## src/rtl/mux32_32x1_reg_pkg.sv

```systemverilog
// Shared constants and the default word type for the 32:1 registered word multiplexer.
package mux32_pkg;

  localparam int NUM_IN    = 32;
  localparam int SEL_W     = 5;
  localparam int DEF_WIDTH = 32;

  typedef logic [DEF_WIDTH-1:0] word_t;

endpackage

```

## src/rtl/mux32_32x1_reg_if.sv

```systemverilog
// Bus bundle for mux32_32x1_reg: 32 data words, select, registered and optional comb outputs.
// out_comb exists only when MUX32_COMB_OUT_EN is defined.
interface mux32_32x1_reg_if
  import mux32_pkg::*;
#(
  parameter int WIDTH = DEF_WIDTH
);

  logic [WIDTH-1:0] in_data [NUM_IN];
  logic [SEL_W-1:0] sel;
  logic [WIDTH-1:0] out;
`ifdef MUX32_COMB_OUT_EN
  logic [WIDTH-1:0] out_comb;
`endif

  modport master (
    output in_data,
    output sel,
`ifdef MUX32_COMB_OUT_EN
    input  out_comb,
`endif
    input  out
  );

  modport slave (
    input  in_data,
    input  sel,
`ifdef MUX32_COMB_OUT_EN
    output out_comb,
`endif
    output out
  );

endinterface

```

## src/rtl/mux32_32x1_reg_mux8.sv

```systemverilog
// mux_8x1_w: combinational 8:1 word multiplexer, one leaf of the 32:1 select tree.
module mux_8x1_w #(
  parameter int WIDTH = 32
) (
  input  logic [7:0][WIDTH-1:0] d,
  input  logic [2:0]            sel,
  output logic [WIDTH-1:0]      y
);

  assign y = d[sel];

endmodule

```

## src/rtl/mux32_32x1_reg.sv

```systemverilog
// mux32_32x1_reg: 32:1 word mux (four 8:1 leaves plus a 4:1 root) with a registered output.
// Defining MUX32_COMB_OUT_EN adds out_comb, the unregistered tree output.
module mux32_32x1_reg
  import mux32_pkg::*;
#(
  parameter int WIDTH = DEF_WIDTH
) (
  input  logic                   clk,
  input  logic                   rst_n,
  mux32_32x1_reg_if.slave        bus
);

  localparam int LEAF_N  = 8;
  localparam int NUM_GRP = NUM_IN / LEAF_N;

  logic [LEAF_N-1:0][WIDTH-1:0] grp_in  [NUM_GRP];
  logic [WIDTH-1:0]             grp_out [NUM_GRP];
  logic [WIDTH-1:0]             tree_out;

  for (genvar g = 0; g < NUM_GRP; g++) begin : g_leaf
    for (genvar k = 0; k < LEAF_N; k++) begin : g_word
      assign grp_in[g][k] = bus.in_data[g*LEAF_N + k];
    end

    mux_8x1_w #(
      .WIDTH (WIDTH)
    ) u_mux8 (
      .d   (grp_in[g]),
      .sel (bus.sel[2:0]),
      .y   (grp_out[g])
    );
  end

  // NOTE: assign a default before the case so every path drives tree_out and no latch is inferred.
  always_comb begin
    tree_out = grp_out[0];
    case (bus.sel[4:3])
      2'd1:    tree_out = grp_out[1];
      2'd2:    tree_out = grp_out[2];
      2'd3:    tree_out = grp_out[3];
      default: tree_out = grp_out[0];
    endcase
  end

  // NOTE: state uses non-blocking assignments; the clear is in the sensitivity list so it acts without a clock.
  always_ff @(posedge clk or negedge rst_n) begin
    if (!rst_n) begin
      bus.out <= '0;
    end else begin
      bus.out <= tree_out;
    end
  end

`ifdef MUX32_COMB_OUT_EN
  assign bus.out_comb = tree_out;
`endif

endmodule

```

## src/flat_wrapper.sv

```systemverilog
// flat-port wrapper written by rule: the top's interface ports become plain ports
module mux32_32x1_reg_flat import mux32_pkg::*;
#(
  parameter int WIDTH = DEF_WIDTH
)
  (clk, rst_n, bus_in_data, bus_sel, bus_out);
  mux32_32x1_reg_if #(.WIDTH(WIDTH)) bus_i ();
  input  logic clk;
  input  logic rst_n;
  input wire logic [$bits(bus_i.in_data)-1:0] bus_in_data;
  input wire logic [$bits(bus_i.sel)-1:0] bus_sel;
  output wire logic [$bits(bus_i.out)-1:0] bus_out;
  assign bus_i.in_data = {>>{bus_in_data}};
  assign bus_i.sel = bus_sel;
  assign bus_out = bus_i.out;
  mux32_32x1_reg #(.WIDTH(WIDTH)) u_core (.clk(clk), .rst_n(rst_n), .bus(bus_i));
endmodule
```

## config.mk

```make
export PLATFORM = sky130hd
export DESIGN_NAME = mux32_32x1_reg_flat
export DESIGN_NICKNAME = d
export VERILOG_FILES = /design/src/rtl/mux32_32x1_reg_pkg.sv /design/src/rtl/mux32_32x1_reg_if.sv /design/src/rtl/mux32_32x1_reg_mux8.sv /design/src/rtl/mux32_32x1_reg.sv /design/src/flat_wrapper.sv
export SDC_FILE = /design/constraint.sdc
export NUM_CORES = 1
export LEC_CHECK = 0
export CAP_MARGIN = 40
export CELL_PAD_IN_SITES_DETAIL_PLACEMENT = 0
export CELL_PAD_IN_SITES_GLOBAL_PLACEMENT = 1
export CORE_AREA = 2 2 411 413
export CTS_CLUSTER_SIZE = 30
export DETAILED_ROUTE_END_ITERATION = 10
export DIE_AREA = 0 0 413 415
export GPL_TIMING_DRIVEN = 0
export HOLD_SLACK_MARGIN = 0.12
export PLACE_DENSITY = 0.31
export RECOVER_POWER = 50
export SLEW_MARGIN = 20
export SYNTH_ARGS = -nofsm -noshare
export SYNTH_HDL_FRONTEND = slang
export SYNTH_SLANG_ARGS = --single-unit
```

## constraint.sdc

```tcl
create_clock -name clk -period 0.8 [get_ports clk]
set_clock_uncertainty 0.05 [all_clocks]
set_input_delay 0.16 -clock clk [delete_from_list [all_inputs] [get_ports clk]]
set_output_delay 0.16 -clock clk [all_outputs]
set_load 0.02 [all_outputs]
```

==> flow_summary.ini, run 1 <==
[run_status]
status = finished, violations left
failed_checks = hold timing, setup timing

[timing]
final-setup-viol-count = 64
relSlewSlack_pct = 46.8
slew_viol_final = 0
fin_ws_ns = -1.15
fin_hold_ws_ns = -0.139
timing.fmax_mhz = 512
rsz0062_at_grt = true
final-hold-violation-count = 11
layout_min_cycle_time_ns = 1.95
finalSetupTns_ns = -41.03
worstMarginPinSlew_ns = 0.798
period_share_pct = 244

[setup_path]
critPathTopFamily = compound AO/OA/AOI/OAI gates
end_kind = flip-flop
crit_required_ns = 0.88
criticalPathCategory = in -> reg
crit_top_cell = buf_12
cp_slowest_cell = mux4_2
start_kind = primary input
arrival_ns = 2.03
crit_chain = buf_12, buf_4, buf_12, mux4_2, a22oi_2, nand3_4, a2bb2oi_2
critPathBufInv = 3
crit_fanout = 10
critPathMaxStageDelay_ns = 0.55

[power]
power.density_nw_per_um2 = 767
ir_worst_vdd_mv = 0.813
p_leak_uw = 0.00844
finalPower_uw = 19200

[drt]
wl_um = 141000
ant_nets = 0
drtPass1Iterations = 5
routedWlPerCell_um = 35.0
drtIter0Drc = 708
route.detailed.drc = 0
via_per_inst = 3.23
vias = 13000

[global_route]
grt_pass1_vias = 14100
grt_first_pass_wirelength_um = 172000
grt_usage_pct = 15.7
grt_max_degree = 22
overflow = 0
antenna_found_initial = 79

[cts]
cts-root-buf = clkbuf_16
cts_tree = yes
ctsHtreeMaxLevel = 2
clkSinkCount = 32
clockBufferDepth = 2
clk_pin_slew_worst_paths_ns = 0.07
cts_buffers = 5

[yosys]
synth_area_leaders = mux4_2 57%, mux2i_1 12%, dfrtp_1 8.8%, a22oi_1 3.6%, nand2b_1 2.8%
synthArstFlopShare_pct = 100
avgSynthCellArea_um2 = 13.3
synth_edf_count = 0
synth_area_leader_cell = mux4_2
synth-warning-count = 0
syn_nets = 1714
synth_top_area_share_pct = 57.4
yosys_register_bits = 32
ys_types = 25
netlist_area_um2 = 9100
synthFlopType = dfrtp_1
synthCells = 683
seq_area_frac_synth_pct = 8.80

[die]
coreArea_um2 = 167000
die_h_um = 415
dieArea_um2 = 171000
fp.dieW_um = 413
initial_core_util_pct = 5.46
io_pins = 1063
rows = 150

[layout]
layout_common_cells = 1020 x clkdlybuf4s50_1, 232 x mux4_2, 69 x mux2i_1
syn_to_final_growth_pct = 175
largest_reg_flops = 32
nets = 2832
top_register = u_core.bus.out
final_common_cell = clkdlybuf4s50_1
top_regs = u_core.bus.out (32)
design_area_um2 = 25000
drive_above_1_share_pct = 29.5

[worst_hold_path]
hp-class = in -> async

[placement]
port_buffers = 1060
dpl_cell_area_um2 = 22700
finalWeightedCongestion = 0.927
dp_hpwl_um = 127000

[flow_run]
cap_viol_max_count = 0
## routing by layer
| metal | track usage (%) | share of wire [%] | up-vias | wire (µm) |
|---|---|---|---|---|
| met5 | 0 | 0.16 | - | 232 |
| met4 | 1.64 | 1.0 | 38 | 1460 |
| met3 | 2.83 | 6.0 | 143 | 8460 |
| met2 | 29.0 | 52 | 722 | 73400 |
| met1 | 19.4 | 41 | 6790 | 57300 |
| li1 | - | - | 5290 | - |
## through the flow
| step | hold WS, ns | utilization, % | cells | setup WS, ns |
|---|---|---|---|---|
| floorplan | -0.186 | - | 683 | -0.787 |
| global route | -0.113 | 15.0 | 4010 | -1.18 |
| global placement | 0.943 | 13.5 | 3947 | -3.52 |
| CTS | -0.322 | 14.7 | 3989 | -1.28 |
| detailed placement | 0.0423 | 13.6 | 3955 | -2.97 |
| finish | -0.139 | 15.0 | 4020 | -1.15 |
## final cells by class
class,instances,area [µm²]
clock buffer,5,125
timing repair buffer,1114,11300
clock inverter,3,18.8
sequential,32,803
tap,2204,2760
multi-input combinational,558,8770
fill,18700,142000
antenna,14,35.0
buffer,90,1200
## worst paths after layout
| path | start | end | slack [ns] | cells past startpoint |
|---|---|---|---|---|
| worst max-delay path | bus_sel[0] | u_core.bus.out[10]$_DFF_PN0_ | -1.15 | 7 |
| worst min-delay path | rst_n | u_core.bus.out[6]$_DFF_PN0_ | -0.14 | 1 |
| max in group asynchronous | rst_n | u_core.bus.out[30]$_DFF_PN0_ | 0.07 | 2 |
| min in group clk | bus_sel[4] | u_core.bus.out[27]$_DFF_PN0_ | 0.54 | 5 |
## repair_timing
item	in CTS	in global routing
cloned	2	3
pin swaps	34	35
endpoints found under the hold margin	32	32
gates resized for setup	505	74
setup buffers	26	15
setup endpoints to repair	64	64
## synth_stat cells, drive strengths merged (2+ instances only)
master     n
mux4     232
mux2i    112
buf       67
a22oi     44
nand2b    41
a21oi     32
dfrtp     32
nand3     32
clkbuf    26
a2bb2oi   20
a21o      12
a32oi     12
nand2     12
nor2       2
## cell families after synthesis
group                  synth area share, %
multiplexers                          69.7
AND/OR/NAND/NOR                       5.72
AO/OA/AOI/OAI                         9.46
buffers and inverters                 6.32
flip-flops                            8.80
## power by group
group	switching (µW)	internal, µW	leakage [µW]	total [µW]
registers	154	1850	0.000378	2010
clock network	1020	1160	0.0000736	2170
logic	6280	8740	0.00798	15000
total	7440	11700	0.00844	19200
No activity file was read; power rests on OpenSTA's default activity.
==> inputs of run 2 (changes only) <==
Settings changed: CAP_MARGIN 40 to not set.
==> flow_summary.ini, run 2 (synthesis gave the netlist of run 1 again) <==
[run_status]
status = finished, violations left
failed_checks = hold timing, setup timing

[timing]
relSlewSlack_pct = 45.5
final-setup-viol-count = 64
fin_hold_ws_ns = -0.127
finalSetupTns_ns = -40.83
period_share_pct = 244
final-hold-violation-count = 11
layout_min_cycle_time_ns = 1.95
rsz0062_at_grt = true
fin_ws_ns = -1.15
timing.fmax_mhz = 512
worstMarginPinSlew_ns = 0.817
slew_viol_final = 0

[setup_path]
crit_fanout = 1
crit_required_ns = 0.89
end_kind = flip-flop
arrival_ns = 2.04
criticalPathCategory = in -> reg
cp-startpoint = bus_in_data[65]
start_kind = primary input

[drt]
route.detailed.drc = 0
drtIter0Drc = 777
drtPass1Iterations = 5
wl_um = 141000
ant_nets = 0
via_per_inst = 3.19
routedWlPerCell_um = 34.9
vias = 12800

[cts]
cts_buffers = 5
cts-root-buf = clkbuf_16
clockBufferDepth = 2
cts_tree = yes
ctsHtreeMaxLevel = 2
clk_pin_slew_worst_paths_ns = 0.07
clkSinkCount = 32

[flow_run]
cap_viol_max_count = 0

[global_route]
grt_usage_pct = 15.8
grt_first_pass_wirelength_um = 174000
grt_pass1_vias = 14400
antenna_found_initial = 88
grt_max_degree = 22
overflow = 0

[layout]
utilization_pct = 15.2
syn_to_final_growth_pct = 177
final_common_cell = clkdlybuf4s50_1
drive_above_1_share_pct = 30.3
design_area_um2 = 25300
top_regs = u_core.bus.out (32)
nets = 2842
top_register = u_core.bus.out
layout_common_cells = 1020 x clkdlybuf4s50_1, 232 x mux4_2, 67 x mux2i_1
largest_reg_flops = 32

[placement]
port_buffers = 1060
finalWeightedCongestion = 0.927
dp_hpwl_um = 128000
dpl_cell_area_um2 = 22600
preCtsSetupSlack_ns = -3.44

[die]
die_h_um = 415
fp.dieW_um = 413
dieArea_um2 = 171000
initial_core_util_pct = 5.46
coreArea_um2 = 167000
rows = 150
io_pins = 1063

[power]
power.density_nw_per_um2 = 766
finalPower_uw = 19300
p_leak_uw = 0.00852
ir_worst_vdd_mv = 0.796

[worst_hold_path]
hp-class = in -> async
[run 2: routing by layer]
metal | GRT usage, % | share of wire (%)
met1 | 19.4 | 41
met2 | 29.0 | 52
met3 | 3.04 | 5.8
met4 | 1.86 | 1.4
met5 | 0 | 0.15
[run 2: power breakdown]
group	total, µW	switching [µW]	internal, µW
Clock	2160	1000	1150
Sequential	2010	154	1850
Combinational	15200	6320	8850
[run 2: final timing paths]
path	end	slack (ns)	cells after the start
setup / recovery	u_core.bus.out[1]$_DFF_PN0_	-1.15	5
hold / removal	u_core.bus.out[14]$_DFF_PN0_	-0.13	1
max in group asynchronous	u_core.bus.out[5]$_DFF_PN0_	0.06	2
min in group clk	u_core.bus.out[0]$_DFF_PN0_	0.52	5
[run 2: what timing repair did]
action	in CTS	in global routing
buffers inserted	49	11
endpoints found under the setup margin	64	64
pin swaps	37	30
hold endpoints to repair	32	32
cloned	2	0
resized for setup	568	36
[run 2: through the flow]
stage | hold slack, ns | instances
2_1_floorplan | -0.186 | 683
3_3_place_gp | 0.943 | 3947
3_5_place_dp | 0.0367 | 3948
4_1_cts | -0.324 | 4005
5_1_grt | -0.0906 | 4019
6_report | -0.127 | 4028
[run 2: area by class of cell]
cell class | instances | area [µm²]
fillers | 18700 | 141000
well taps | 2204 | 2760
repair buffers | 1123 | 11400
diodes | 12 | 30.0
flip-flops and latches | 32 | 803
clock buffers | 5 | 125
plain buffers | 91 | 1280
clock inverters | 3 | 18.8
multi-input cells | 558 | 8870
[run 2: critical path, cell delays in order]
cell             delay [ns]
clkdlybuf4s50_1        0.51
mux4_2                 0.51
a22oi_2                0.39
nand3_4                0.20
a2bb2oi_2              0.24
